**src/rtl/pipeline_ctrl_pkg.sv**
```systemverilog
// Shared types and constants for the pipeline hazard/stall controller.
package pipeline_ctrl_pkg;
   typedef enum logic {RUN = 1'b0, BUSY = 1'b1} state_e;
   localparam int         MDU_LATENCY_DEFAULT = 4;
   localparam logic [4:0] REG_ZERO            = 5'd0;
endpackage

```
**src/rtl/mdu_latency_counter.sv**
```systemverilog
// Loadable down-counter with zero detect, paces the MDU stall window.
module mdu_latency_counter #(
   parameter int CNT_W = 4
) (
   input  logic             clk,
   input  logic             reset,
   input  logic             load,
   input  logic [CNT_W-1:0] load_val,
   input  logic             dec,
   output logic             zero
);
   logic [CNT_W-1:0] cnt_q, cnt_d;

   always_comb begin
      cnt_d = cnt_q;
      if (load)
         cnt_d = load_val;
      else if (dec && cnt_q != '0)
         cnt_d = cnt_q - 1'b1;
   end

   always_ff @(posedge clk) begin
      if (reset) cnt_q <= '0;
      else       cnt_q <= cnt_d;
   end

   assign zero = (cnt_q == '0);
endmodule

```
**src/rtl/hazard_stall_ctrl.sv**
```systemverilog
// Load-use bubble, branch flush and MDU hold controller for the 5-stage pipe.
// Optional perf counters (StallCycles, FlushCount) under HAZARD_STALL_PERF_EN.
module hazard_stall_ctrl
   import pipeline_ctrl_pkg::*;
#(
   parameter int MDU_LATENCY = MDU_LATENCY_DEFAULT,
   parameter int CNT_W       = 4
) (
   input  logic        clk,
   input  logic        reset,
   input  logic [4:0]  IFID_Rs,
   input  logic [4:0]  IFID_Rt,
   input  logic [4:0]  IDEX_Rt,
   input  logic        IDEX_MemRead,
   input  logic        IDEX_MduOp,
   input  logic        BranchTaken,
   output logic        PCWrite,
   output logic        IFIDWrite,
   output logic        IDEXWrite,
   output logic        IFID_Flush,
   output logic        IDEX_Flush,
   output logic        EXMEM_Flush,
   output logic        MduStart,
   output logic        MduBusy
`ifdef HAZARD_STALL_PERF_EN
   ,
   output logic [31:0] StallCycles,
   output logic [15:0] FlushCount
`endif
);
   // The start cycle is the first stall cycle, so BUSY holds MDU_LATENCY-1 more.
   localparam logic [CNT_W-1:0] LOAD_VAL = CNT_W'(MDU_LATENCY - 1);

   state_e state_q, state_d;
   logic   cnt_load, cnt_dec, cnt_zero, load_use;

   mdu_latency_counter #(.CNT_W(CNT_W)) u_cnt (
      .clk      (clk),
      .reset    (reset),
      .load     (cnt_load),
      .load_val (LOAD_VAL),
      .dec      (cnt_dec),
      .zero     (cnt_zero)
   );

   assign load_use = IDEX_MemRead && (IDEX_Rt != REG_ZERO) &&
                     ((IDEX_Rt == IFID_Rs) || (IDEX_Rt == IFID_Rt));

   always_comb begin
      state_d     = state_q;
      cnt_load    = 1'b0;
      cnt_dec     = 1'b0;
      PCWrite     = 1'b1;
      IFIDWrite   = 1'b1;
      IDEXWrite   = 1'b1;
      IFID_Flush  = 1'b0;
      IDEX_Flush  = 1'b0;
      EXMEM_Flush = 1'b0;
      MduStart    = 1'b0;
      MduBusy     = 1'b0;
      if (!reset) begin
         case (state_q)
            RUN: begin
               if (IDEX_MduOp) begin
                  MduStart    = 1'b1;
                  PCWrite     = 1'b0;
                  IFIDWrite   = 1'b0;
                  IDEXWrite   = 1'b0;
                  EXMEM_Flush = 1'b1;
                  cnt_load    = 1'b1;
                  state_d     = BUSY;
               end else if (BranchTaken) begin
                  IFID_Flush = 1'b1;
                  IDEX_Flush = 1'b1;
               end else if (load_use) begin
                  PCWrite    = 1'b0;
                  IFIDWrite  = 1'b0;
                  IDEX_Flush = 1'b1;
               end
            end
            BUSY: begin
               MduBusy = 1'b1;
               if (!cnt_zero) begin
                  PCWrite     = 1'b0;
                  IFIDWrite   = 1'b0;
                  IDEXWrite   = 1'b0;
                  EXMEM_Flush = 1'b1;
                  cnt_dec     = 1'b1;
               end else begin
                  state_d = RUN;
               end
            end
            default: state_d = RUN;
         endcase
      end
   end

   always_ff @(posedge clk) begin
      if (reset) state_q <= RUN;
      else       state_q <= state_d;
   end

   mdu_branch_exclusive: assert property (@(posedge clk) disable iff (reset)
      (state_q == RUN) |-> !(IDEX_MduOp && BranchTaken));

`ifdef HAZARD_STALL_PERF_EN
   logic [31:0] stall_cycles_q, stall_cycles_d;
   logic [15:0] flush_count_q, flush_count_d;

   always_comb begin
      stall_cycles_d = stall_cycles_q;
      flush_count_d  = flush_count_q;
      if (!PCWrite && stall_cycles_q != '1)
         stall_cycles_d = stall_cycles_q + 32'd1;
      if (IFID_Flush && flush_count_q != '1)
         flush_count_d = flush_count_q + 16'd1;
   end

   always_ff @(posedge clk) begin
      if (reset) begin
         stall_cycles_q <= '0;
         flush_count_q  <= '0;
      end else begin
         stall_cycles_q <= stall_cycles_d;
         flush_count_q  <= flush_count_d;
      end
   end

   assign StallCycles = stall_cycles_q;
   assign FlushCount  = flush_count_q;
`endif
endmodule

```
**config.mk**
```make
export PLATFORM = sky130hd
export DESIGN_NAME = hazard_stall_ctrl
export DESIGN_NICKNAME = d
export VERILOG_FILES = /design/src/rtl/pipeline_ctrl_pkg.sv /design/src/rtl/mdu_latency_counter.sv /design/src/rtl/hazard_stall_ctrl.sv
export SDC_FILE = /design/constraint.sdc
export NUM_CORES = 1
export LEC_CHECK = 0
export ABC_AREA = 1
export CAP_MARGIN = 30
export CORE_MARGIN = 5
export CORE_UTILIZATION = 37
export DETAILED_ROUTE_END_ITERATION = 8
export PLACE_DENSITY = 0.73
export SETUP_SLACK_MARGIN = 0.05
export SYNTH_ARGS = -nofsm -noshare
export SYNTH_HDL_FRONTEND = slang
export SYNTH_SLANG_ARGS = --single-unit
```
**constraint.sdc**
```tcl
create_clock -name clk -period 1.5 [get_ports clk]
set_input_delay 0.3 -clock clk [delete_from_list [all_inputs] [get_ports clk]]
set_output_delay 0.3 -clock clk [all_outputs]
set_load 0.02 [all_outputs]
```
# After elaboration in Yosys (flattened, before gate mapping)
# Cells that the tools add are included.
# classes
n_addsub	1
n_eq_ne	2
muxes	30
bitwise	1
n_reduce_logical	9
# ops
operator	count
two-way mux 1 bit	25
equality test 5 bit	2
case mux 1 bit (2 select lines)	3
nonzero test 5 bit	1
logical NOT 4 bit	1
two-way mux 2 bit	2
nonzero test 4 bit	1
subtractor 4 x 1 -> 4 bit, second input constant	1
logical AND 1 bit	3
nonzero test 2 bit	1
OR reduction 2 bit	1
logical OR 1 bit	1
NOT 1 bit	1
# totals
register_bits	5
in_bits	20
output_inout_bits	8
wordCells	46

# Longest topological paths before layout
# logic_depth
word_depth	8
ltp_mapped	10
ltp_nobuf	9

# Cells and area by module
# A second synthesis with hierarchy kept.
# unflattened
hier_cells	113
hier_area_um2	589.3
# modules_own_cells
mod	n_inst	cells_each	area_per_inst_um2	seq_area_each_um2
hazard_stall_ctrl	1	72	315.3	20.0
mdu_latency_counter	1	41	274.0	80.1

# Worst setup path after synthesis
# No wires, ideal clock.
# synth_timing
path_type	reg2out
start	register state_q
end	output PCWrite
t_arrival_ns	1.433
required_ns	1.200
path_slack_ns	-0.233
stages_incl_launch_ff	8
n_path_buf	1
cell_sequence	dfxtp_1 -> inv_1 -> nand2_1 -> nor2_1 -> nor2_4 -> nand2_1 -> inv_1 -> buf_4
# synth_between
elab_chain_len	3
# synth_lines
item	line_no	text
start, declared	hazard_stall_ctrl.sv:34	state_e state_q, state_d;
start signal, assigned	hazard_stall_ctrl.sv:100	else state_q <= state_d;
NOT 1 bit	-	
case mux 1 bit (2 select lines) (*)	-	
two-way mux 1 bit (*)	-	
end, declared	hazard_stall_ctrl.sv:17	output logic PCWrite,
# Every way passes the cells marked *; elsewhere a longest branch is shown, timed or not.

# Worst setup path in the final report
# layout_timing
start	input IFID_Rt[2]
end	output IDEX_Flush
# layout_between
elab_chain_len	8
# layout_lines
item	line_no	text
start, declared	hazard_stall_ctrl.sv:12	input logic [4:0] IFID_Rt,
equality test 5 bit	hazard_stall_ctrl.sv:47	((IDEX_Rt == IFID_Rs) || (IDEX_Rt == IFID_Rt));
logical OR 1 bit	hazard_stall_ctrl.sv:47	
logical AND 1 bit	hazard_stall_ctrl.sv:46	assign load_use = IDEX_MemRead && (IDEX_Rt != REG_ZERO) &&
two-way mux 1 bit	hazard_stall_ctrl.sv:75	end else if (load_use) begin
two-way mux 1 bit	hazard_stall_ctrl.sv:72	end else if (BranchTaken) begin
two-way mux 1 bit	hazard_stall_ctrl.sv:64	if (IDEX_MduOp) begin
two-way mux 1 bit	hazard_stall_ctrl.sv:62	case (state_q)
two-way mux 1 bit	hazard_stall_ctrl.sv:61	if (!reset) begin
end, declared	hazard_stall_ctrl.sv:21	output logic IDEX_Flush,
# No other way between the ends.

==> results by group <==
Cells and area
  • Fin cells: approximately 160
  • Layout cell share with drive strength beyond 1: 42.4%
  • Final antenna diode count: 0
  • Final instance area: 0.00102 mm²
  • Most common cell after layout, fill and taps aside: nand2_1
  • Nets: 166
  • Commonest non-fill, non-tap cells in the layout: nand2_1 (28), buf_4 (21), dlygate4sd2_1 (13)
  • Final Util: 77.1%
  • Area delta synth->final: 96.6%

Synth
  • Synthesized area per cell: 5.44 µm²
  • Top cell type's share of synthesized area: 23.2%
  • Distinct cells, synth: 20
  • Yosys reg bits: 5
  • Yosys warnings: 0
  • Net count after synthesis: 116
  • Post-synth top area cell: nand2_1
  • Area contributors post-synth: nand2_1 (23%), dfxtp_1 (19%), inv_1 (12%), nor2_1 (11%), a21oi_1 (4.8%)
  • Mapped cell area: 517 µm²
  • Cell count after synthesis: 95
  • Sequential area share after synthesis: 19.4%

Power
  • Internal power: around 0.39 mW
  • Maximum VDD drop: 0.000354 V
  • Total Power: 0.601 mW
  • NetSw: around 0.21 mW
  • Clock share of power: 29.0%
  • Combinational fraction of design power: between 40 and 50%
  • Register share of total power: 24.8%
  • Switching share of power: 35.4%
  • PwrDens: 592 mW/mm²
  • Leakage power: 0.564 nW

Run status
  • Outcome: finished, violations left
  • Failing checks: setup timing

Placement
  • PortBufs: 27
  • Placed Area: 906 µm²
  • Gpl congestion: 0.766
  • Dpl hpwl: 1180 µm
  • DP Worst Slack: -0.864 ns
  • Placed Cells: between 100 and 150

Global route
  • Global-route wire length before repair: between 2000 and 2500 µm
  • Total GRT Usage: 15.1%
  • Vias in the first global route: between 600 and 700
  • Largest net degree at the start of global routing: 5
  • Total congestion overflow: 0
  • Antenna violations before repair: 0

Setup path
  • Worst reg2reg path endpoint: u_cnt.cnt_q[3]
  • CP Data Arrival Time: 1.31 ns
  • Worst Path Class, Setup: input pin to output pin
  • CP max stage cell: dlygate4sd2_1
  • Worst EP required: between 1 and 1.5 ns
  • Crit path cell chain: dlygate4sd2_1, inv_1, nand2_1, nand2_1, nor2_1, nand3_1, nand2_1, nand2_1, a21oi_2, buf_4
  • CP max stage delay: ~0.23 ns
  • CP Capture Type: output pin
  • Critical path buffers and inverters: 3
  • FF-to-FF Start: state_q
  • Cells on worst reg2reg path: 10
  • CP Launch Type: input pin
  • Worst R2R Setup Slack: 0.11 ns
  • Most Frequent Cell on Critical Path: nand2_1
  • Family with the most delay on the worst path: simple AND/OR/NAND/NOR gates
  • Critical Path Fanout Max: 2

STA
  • Setup ws final: -0.111 ns
  • Final min period: between 1.5 and 2 ns
  • Max Clock Skew: 0.00872 ns
  • Worst slew margin: 89.3%
  • Final worst-path cycle share: 107%
  • Final setup fails: 5
  • Worst slew pin tran: between 0.15 and 0.2 ns
  • RSZ-0062 raised after global routing: yes
  • Slew Limit Fails: 0
  • WHS: 0.501 ns
  • Max Fclk: 0.621 GHz
  • Final hold viol count: 0
  • TNS Setup: -0.457 ns

Hold path
  • Hold Path End: u_cnt.cnt_q[1]
  • HP Class: input pin to register
  • Cell depth of the worst hold path: 3
  • Hold Path Origin: reset

Die
  • Core area: 0.00132 mm²
  • Die footprint: 0.00224 mm²
  • Die X: 47.4 µm
  • Ports: 28
  • Initial Util: approximately two fifths
  • Die Y: 47.4 µm
  • Row cnt: 13

Routing
  • Avg WL per Cell: 10.2 µm
  • Routed WL: 1630 µm
  • Vias per Instance: 4.55
  • Drt drc: 0
  • DR iter-0 viols: 20
  • Via count: 724
  • Drt pass-1 iters: 4
  • Antenna-violating nets left: 0

Clock network
  • CTS Buf Count: 3
  • Clk root buf: clkbuf_4
  • CTS tree: built
  • H-tree Lvls: 1
  • Clock Latency Late Sink: 0.26 ns
  • Worst-path clk slew: roughly 0.050 ns
  • Sink Count: 5
  • CTS Hold Bufs: 0
  • Longest Clk Path Bufs: 2

Run
  • Max_cap viols: 0
-- state kept, by name, indices dropped and copies added, names as in the netlist --
register / flops
state_q: 1
u_cnt.cnt_q: 4
-- power groups by stage --
stage          logic, mW  clock network, mW  registers (mW)
2_1_floorplan      0.122                  0           0.148
3_3_place_gp       0.246                  0           0.148
3_5_place_dp       0.250                  0           0.149
4_1_cts            0.253              0.177           0.147
5_1_grt            0.302              0.193           0.150
6_report           0.277              0.174           0.149
-- synth_stat cells --
cell type and count:
nand2_1 32, inv_1 16, nor2_1 15, a21oi_1 5
dfxtp_1 5, inv_2 4, nand3_1 3, nor2_4 2
xnor2_1 2, buf_4 1, clkinv_1 1, ha_1 1
inv_4 1, nand2_4 1, nand3_2 1, nand3b_1 1
nand4_1 1, o21ai_0 1, or2_2 1, xor2_1 1
-- timing repair --
| item | 4_1_cts | 5_1_grt |
|---|---|---|
| pin swaps | 13 | 5 |
| setup buffers | 6 | 1 |
| endpoints found under the setup margin | 8 | 9 |
| resized for setup | 69 | 16 |
-- kinds of logic (layout without fill, tap and decap cells) --
kind of cell,count (synthesis),in the layout,synth area share [%]
simple gates,57,57,49.4
buf+inv,23,72,17.9
compound gates,6,6,5.81
flops,5,5,19.4
xor+xnor,3,3,5.09
fa+ha+maj,1,1,2.42
-- worst max-delay path by stage --
stage	startpoint	endpoint	slack (ns)	cells past startpoint
4_1_cts	u_cnt.cnt_q[1]	PCWrite	-0.11	9
2_1_floorplan	u_cnt.cnt_q[0]	PCWrite	0.006	9
3_5_place_dp	IDEX_Rt[0]	IDEX_Flush	-0.86	10
3_3_place_gp	IDEX_Rt[0]	IDEX_Flush	-0.87	10
6_report	IFID_Rt[2]	IDEX_Flush	-0.11	10
5_1_grt	IFID_Rs[1]	IDEX_Flush	-0.22	10
-- layout make-up --
class                           instances  area (µm²)
Multi-Input combinational cell         67         388
Inverter                               22        87.6
Sequential cell                         5         104
Timing Repair Buffer                   46         392
Clock buffer                            4        26.3
Tap cell                               15        18.8
Fill cell                             104         302
-- layer usage --
| layer | track usage, % | part of all wire (%) | up-vias |
|---|---|---|---|
| li1 | - | - | 381 |
| met1 | 16.1 | 39 | 316 |
| met2 | 26.2 | 53 | 24 |
| met3 | 6.13 | 6.8 | 3 |
| met4 | 6.08 | 1.0 | 0 |
| met5 | 0 | 0 | - |
-- tightest hold or removal path, delay by kind of cell --
family	cells	cell delay (ns)
AO/OA/AOI/OAI	1	0.04
buffers and inverters	2	0.38
No activity file was read; power rests on OpenSTA's default activity.
